==> config.mk <==
export PLATFORM = sky130hd
export DESIGN_NAME = verinject_fault_scheduler_flat
export DESIGN_NICKNAME = d
export VERILOG_FILES = /design/src/rtl/verinject_fault_scheduler_if.sv /design/src/rtl/verinject_fault_scheduler.sv /design/src/flat_wrapper.sv
export SDC_FILE = /design/constraint.sdc
export NUM_CORES = 1
export LEC_CHECK = 0
export ABC_AREA = 1
export BUFFER_PORTS_ARGS = -buffer_cell sky130_fd_sc_hd__buf_2
export CAP_MARGIN = 20
export CORE_MARGIN = 1.5
export CORE_UTILIZATION = 61
export CTS_BUF_LIST = sky130_fd_sc_hd__clkbuf_16
export CTS_CLUSTER_DIAMETER = 100
export DETAILED_ROUTE_END_ITERATION = 10
export PLACE_DENSITY = 0.9
export SYNTH_ARGS = -nofsm -noshare
export SYNTH_HDL_FRONTEND = slang
export SYNTH_SLANG_ARGS = --single-unit
==> constraint.sdc <==
create_clock -name clock -period 5 [get_ports clock]
set_input_delay 0.5 -clock clock [delete_from_list [all_inputs] [get_ports clock]]
set_output_delay 0.5 -clock clock [all_outputs]
set_load 0.005 [all_outputs]
==> src/rtl/verinject_fault_scheduler_if.sv <==
// verinject_fault_scheduler_if: configuration port and injector-state bus of the fault scheduler
interface verinject_fault_scheduler_if #(parameter int ADDR_W = 3);
  logic              cfg_we;
  logic [ADDR_W-1:0] cfg_addr;
  logic [31:0]       cfg_cycle;
  logic [31:0]       cfg_bit;
  logic              start;
  logic [ADDR_W:0]   num_entries;
  logic              abort;
  logic [31:0]       verinject__injector_state;
  logic              inject_valid;
  logic              busy;
  logic              done;
  logic [ADDR_W:0]   fired_count;
  logic [ADDR_W:0]   late_count;
  modport master (
    output cfg_we, cfg_addr, cfg_cycle, cfg_bit, start, num_entries, abort,
    input  verinject__injector_state, inject_valid, busy, done, fired_count, late_count
  );
  modport slave (
    input  cfg_we, cfg_addr, cfg_cycle, cfg_bit, start, num_entries, abort,
    output verinject__injector_state, inject_valid, busy, done, fired_count, late_count
  );
endinterface

==> src/rtl/verinject_fault_scheduler.sv <==
// verinject_fault_scheduler: replays a table of (trigger cycle, bit index) pairs onto the injector-state bus
module verinject_fault_scheduler #(
  parameter int DEPTH  = 8,
  parameter int ADDR_W = 3
) (
  input logic                           clock,
  input logic                           reset_n,
  verinject_fault_scheduler_if.slave    bus
);
  localparam logic [31:0]     NONE    = 32'hFFFF_FFFF;
  localparam logic [ADDR_W:0] DEPTH_N = DEPTH[ADDR_W:0];
  typedef enum logic {IDLE, RUN} state_t;
  state_t          state;
  logic [31:0]     cycle_tab [DEPTH];
  logic [31:0]     bit_tab   [DEPTH];
  logic [31:0]     count;
  logic [ADDR_W:0] ptr;
  logic [ADDR_W:0] n;
  logic [ADDR_W:0] n_req;
  logic            fin;
  logic [31:0]     trig;
  logic [31:0]     next_bit;
  logic            fire;
  logic            addr_ok;
  assign n_req    = bus.num_entries > DEPTH_N ? DEPTH_N : bus.num_entries;
  assign trig     = cycle_tab[ptr[ADDR_W-1:0]];
  assign next_bit = bit_tab[ptr[ADDR_W-1:0]];
  assign fire     = count >= trig;
  assign addr_ok  = int'(bus.cfg_addr) < DEPTH;
  // schedule table: written only while idle, never reset
  always_ff @(posedge clock)
    if (bus.cfg_we && state == IDLE && addr_ok) begin
      cycle_tab[bus.cfg_addr] <= bus.cfg_cycle;
      bit_tab[bus.cfg_addr]   <= bus.cfg_bit;
    end
  // run control: cycle counting, in-order firing, abort and done sequencing
  always_ff @(posedge clock or negedge reset_n)
    if (!reset_n) begin
      state                         <= IDLE;
      count                         <= '0;
      ptr                           <= '0;
      n                             <= '0;
      fin                           <= 1'b0;
      bus.verinject__injector_state <= NONE;
      bus.inject_valid              <= 1'b0;
      bus.busy                      <= 1'b0;
      bus.done                      <= 1'b0;
      bus.fired_count               <= '0;
      bus.late_count                <= '0;
    end else begin
      bus.verinject__injector_state <= NONE;
      bus.inject_valid              <= 1'b0;
      bus.done                      <= fin;
      fin                           <= 1'b0;
      if (state == IDLE) begin
        if (bus.start) begin
          bus.fired_count <= '0;
          bus.late_count  <= '0;
          if (n_req == '0) bus.done <= 1'b1;
          else begin
            state    <= RUN;
            bus.busy <= 1'b1;
            count    <= '0;
            ptr      <= '0;
            n        <= n_req;
          end
        end
      end else if (bus.abort) begin
        state    <= IDLE;
        bus.busy <= 1'b0;
      end else begin
        count <= count == NONE ? count : count + 32'd1;
        if (fire) begin
          bus.verinject__injector_state <= next_bit;
          bus.inject_valid              <= next_bit != NONE;
          bus.fired_count               <= bus.fired_count + 1'b1;
          if (count > trig) bus.late_count <= bus.late_count + 1'b1;
          ptr <= ptr + 1'b1;
          if (ptr + 1'b1 == n) begin
            state    <= IDLE;
            bus.busy <= 1'b0;
            fin      <= 1'b1;
          end
        end
      end
    end
endmodule

==> src/flat_wrapper.sv <==
// flat-port wrapper written by rule: the top's interface ports become plain ports
module verinject_fault_scheduler_flat 
#(
  parameter int DEPTH  = 8,
  parameter int ADDR_W = 3
)
  (clock, reset_n, bus_cfg_we, bus_cfg_addr, bus_cfg_cycle, bus_cfg_bit, bus_start, bus_num_entries, bus_abort, bus_verinject__injector_state, bus_inject_valid, bus_busy, bus_done, bus_fired_count, bus_late_count);
  verinject_fault_scheduler_if #(.ADDR_W(ADDR_W)) bus_i ();
  input logic clock;
  input logic reset_n;
  input wire logic [$bits(bus_i.cfg_we)-1:0] bus_cfg_we;
  input wire logic [$bits(bus_i.cfg_addr)-1:0] bus_cfg_addr;
  input wire logic [$bits(bus_i.cfg_cycle)-1:0] bus_cfg_cycle;
  input wire logic [$bits(bus_i.cfg_bit)-1:0] bus_cfg_bit;
  input wire logic [$bits(bus_i.start)-1:0] bus_start;
  input wire logic [$bits(bus_i.num_entries)-1:0] bus_num_entries;
  input wire logic [$bits(bus_i.abort)-1:0] bus_abort;
  output wire logic [$bits(bus_i.verinject__injector_state)-1:0] bus_verinject__injector_state;
  output wire logic [$bits(bus_i.inject_valid)-1:0] bus_inject_valid;
  output wire logic [$bits(bus_i.busy)-1:0] bus_busy;
  output wire logic [$bits(bus_i.done)-1:0] bus_done;
  output wire logic [$bits(bus_i.fired_count)-1:0] bus_fired_count;
  output wire logic [$bits(bus_i.late_count)-1:0] bus_late_count;
  assign bus_i.cfg_we = bus_cfg_we;
  assign bus_i.cfg_addr = bus_cfg_addr;
  assign bus_i.cfg_cycle = bus_cfg_cycle;
  assign bus_i.cfg_bit = bus_cfg_bit;
  assign bus_i.start = bus_start;
  assign bus_i.num_entries = bus_num_entries;
  assign bus_i.abort = bus_abort;
  assign bus_verinject__injector_state = bus_i.verinject__injector_state;
  assign bus_inject_valid = bus_i.inject_valid;
  assign bus_busy = bus_i.busy;
  assign bus_done = bus_i.done;
  assign bus_fired_count = bus_i.fired_count;
  assign bus_late_count = bus_i.late_count;
  verinject_fault_scheduler #(.DEPTH(DEPTH), .ADDR_W(ADDR_W)) u_core (.clock(clock), .reset_n(reset_n), .bus(bus_i));
endmodule
==> summary.md <==
| Metric | Value |
|---|---|
| Reg clk slew, reported paths | 0.07 ns |
| Fmax | 241 MHz |
| Minimum clock period | 4.15 ns |
| First-pass GRT wire length | 94,900 um |
| Height of the die | 204 um |
| Drt initial violations | 2,525 |
| Placer congestion estimate | 0.959 |
| Half-perimeter wire length after placement | 35,600 um |
| Clock root cell | clkbuf_16 |
| Avg Inst Size Synth | 11.9 um^2 |
| Synth Net Count | 2,189 |
| Crit path DAT | 4.67 ns |
| Hold WC Path Type | in2reg |
| Setup tns final | 0 ns |
| H-Tree Depth | 2 |
| IO Pins | 119 |
| Largest cells by area after synthesis | edfxtp_1, o21ai_0, nor2_1, dfrtp_1, nand2_1 |
| Part of the power in combinational logic | 3.1% |
| Number of synthesized flops with an enable pin | 512 |
| Pwr Density | 368 mW/mm^2 |
| Area leader, netlist | edfxtp_1 |
| Peak supply drop | 392 uV |
| Flop and latch count out of synthesis | 597 |
| Drt wl/cell | 22.4 um |
| Synth warn | 0 |
| CP startpoint kind | flop |
| Area grow syn2layout | 12.1% |
| Layout cells sized above 1 | 13.6% |
| Chip width | 204 um |
| # DRC | 0 |
| Worst hold path startpoint | bus_abort |
| Metal1 wirelength | 22,100 um |
| Reg-to-reg endpoint | u_core.bus.verinject__injector_state[4]$_DFF_PN1_ |
| Finished Layout Cells | 2,751 |
| Sw frac | 20.9% |
| Static Leak | 0.00996 uW |
| Total of max-cap violations | 0 |
| Top-area cell type share of the netlist area | 62.2% |
| Final wirelength | 61,700 um |
| Crit path kind | reg2reg |
| Core ar. | 0.0398 mm^2 |
| Via density | 6.33 |
| Total gr overflow | 0 |
| Largest net degree at the start of global routing | 96 |
| Period Utilization, post-route | 83.1% |
| Gr usage total | 29.9% |
| Die ar. | 0.0417 mm^2 |
| Crit-path max FO | 55 |
| Worst-Margin Slew | 0.975 ns |
| Final hold violation count | 0 |
| Clock power share | 42.5% |
| Post-Syn Instances | 2,077 |
| Slew headroom | 35.0% |
| Antenna Nets Post-Route | 0 |
| Internal power | 8070 uW |
| Placed cell count | 2,639 |
| Initial cell density of the core | 62.0% |
| Hold-critical path depth | 2 |
| Top FF cell, synth | edfxtp_1 |
| P_sw | 2140 uW |
| Fin util | 69.5% |
| Bufs on Longest Clock Path | 3 |
| Clock Latency Late Sink | 0.62 ns |
| Sequential power share | 54.4% |
| Nets | 2,285 |
| Count of cell types in the netlist | 38 |
| DR vias | 17,400 |
| CTS tree | yes |
| Syn Std Cell Area | 0.0247 mm^2 |
| DR pass1 iterations | 6 |
| Status | finished, final reports clean |
| CP required | 5.52 ns |
| Final setup vio count | 0 |
| Initial antenna violation count | 7 |
| Setup Skew | 0.0363 ns |
| Vias in the first global route | 17,300 |
| Ys async rst share | 14.2% |
| CP endpoint kind | flop |
| Max-slew violation count | 0 |
| RSZ-0062 raised after global routing | false |
| IO buf count | 118 |
| Sequential share of the synthesized area | 71.0% |
| Met3 wire length | 6540 um |
| Reg2reg start | u_core.ptr[1]$_DFFE_PN0P_ |
| # rows | 73 |
| Met2 wire length | 30,800 um |
| # clock sinks | 597 |
| Top Layer Used | met5 |
| Hold Crit Endpoint | u_core.fin$_DFF_PN0_ |
| Num CTS Buffers | 55 |
| Reg2Reg Depth | 16 |
| R2R Setup Slk | 0.85 ns |
==> kinds of logic (layout without fill, tap and decap cells) <==
kind of cell / after synthesis / count (layout) / share of synthesized area, %
simple gates: 807 / 807 / 13.2
flops: 597 / 597 / 71.0
compound gates: 463 / 463 / 10.5
buf+inv: 157 / 300 / 2.79
fa+ha+maj: 36 / 36 / 1.82
xor+xnor: 17 / 17 / 0.603
other cells: 0 / 6 / 0
==> layer usage <==
layer  vias to the layer above  global-route usage [%]
li1                       7641                       -
met1                      8349                    38.6
met2                      1226                    50.7
met3                       196                    4.85
met4                         4                    12.5
met5                         -                       0
==> placed cells by master, fill, tap and decap left out, types with 9 or more instances in the layout <==
cell type,Yosys,routed
dfrtp_1,53,50
or2_2,14,14
a21oi_1,22,22
xor2_1,11,11
o22ai_1,33,33
nor2_4,1,9
buf_4,10,34
nand2_1,270,270
o21ai_0,324,324
o221ai_1,31,31
o211ai_1,44,44
inv_1,39,55
dfstp_2,32,32
nand4_1,16,16
ha_1,36,36
clkbuf_16,0,58
nor2_1,419,411
edfxtp_1,512,512
buf_2,32,117
nand3_1,63,63
==> flip-flops by register name, summed over array words and instances, names as in the netlist <==
signal / flops
u_core.n: 4
u_core.count: 32
u_core.cycle_tab: 256
u_core.state: 1
u_core.bus.inject_valid: 1
u_core.bus.busy: 1
u_core.bus.fired_count: 4
u_core.fin: 1
u_core.bus.late_count: 4
u_core.bus.verinject__injector_state: 32
u_core.bus.done: 1
u_core.ptr: 4
u_core.bit_tab: 256
==> timing repair <==
action | in CTS | in global routing
hold buffers | 1 | 0
resized for setup | 0 | 0
endpoints found under the hold margin | 16 | 0
setup buffers | 0 | 0
==> critical path, cell delays in order, from the launching register on <==
cell and delay, ns:
dfrtp_4 0.72, inv_2 0.13, buf_4 0.46, o21ai_0 0.20, o221ai_1 0.21, o21ai_0 0.21, ha_1 0.33, nand2_1 0.06
nor2_1 0.14, nand4_1 0.09, nor2_1 0.20, nand2_1 0.17, nand3_1 0.15, nand2_2 0.12, inv_2 0.30, buf_4 0.36
nand2_1 0.12
==> worst max-delay path by stage <==
stage | start | endpoint | slack [ns] | cells past startpoint
4_1_cts | u_core.ptr[0]$_DFFE_PN0P_ | u_core.bus.verinject__injector_state[6]$_DFF_PN1_ | 0.96 | 20
3_5_place_dp | u_core.ptr[1]$_DFFE_PN0P_ | u_core.bus.verinject__injector_state[24]$_DFF_PN1_ | 1.01 | 16
5_1_grt | u_core.ptr[1]$_DFFE_PN0P_ | u_core.bus.verinject__injector_state[6]$_DFF_PN1_ | 0.55 | 16
3_3_place_gp | u_core.ptr[0]$_DFFE_PN0P_ | u_core.bus.verinject__injector_state[2]$_DFF_PN1_ | 1.19 | 20
2_1_floorplan | u_core.state$_DFF_PN0_ | u_core.bit_tab[0][0]$_DFFE_PP_ | 0.88 | 5
6_report | u_core.ptr[1]$_DFFE_PN0P_ | u_core.bus.verinject__injector_state[4]$_DFF_PN1_ | 0.85 | 16
==> stage by stage <==
stage               total power [uW]  setup slack [ns]  area, um^2  hold slack, ns
floorplan                       5790             0.876       24700           0.204
global placement                5930              1.19       25700           0.427
detailed placement              5950              1.01       25700           0.430
CTS                            10200             0.963       27700           0.109
global route                   10400             0.555       27700           0.140
finish                         10200             0.847       27700           0.124
==> cells in the mapped netlist, types with 16 or more instances <==
| library cell | number |
|---|---|
| clkbuf_1 | 62 |
| nand2_1 | 270 |
| a21oi_1 | 22 |
| dfrtp_1 | 53 |
| edfxtp_1 | 512 |
| inv_1 | 39 |
| nor2_1 | 419 |
| ha_1 | 36 |
| nand4_1 | 16 |
| o21ai_0 | 324 |
| o221ai_1 | 31 |
| dfstp_2 | 32 |
| nand3_1 | 63 |
| o211ai_1 | 44 |
| buf_2 | 32 |
| o22ai_1 | 33 |
==> power by group through the flow <==
stage / sequential [uW] / combinational (uW) / clock [uW]
after detailed placement: 5650 / 299 / 0
final: 5550 / 313 / 4340
after global placement: 5650 / 281 / 0
after floorplan: 5650 / 149 / 0
after CTS: 5550 / 303 / 4350
after global routing: 5560 / 342 / 4550
==> area by class of cell <==
cell class | instances | area, um^2
Antenna cell | 6 | 15.0
Clock buffer | 58 | 1450
Clock inverter | 46 | 453
Fill cell | 2527 | 12100
Inverter | 43 | 166
Multi-Input combinational cell | 1323 | 6530
Sequential cell | 597 | 17600
Tap cell | 525 | 657
Timing Repair Buffer | 153 | 871
(Power assumes the default switching activity.)
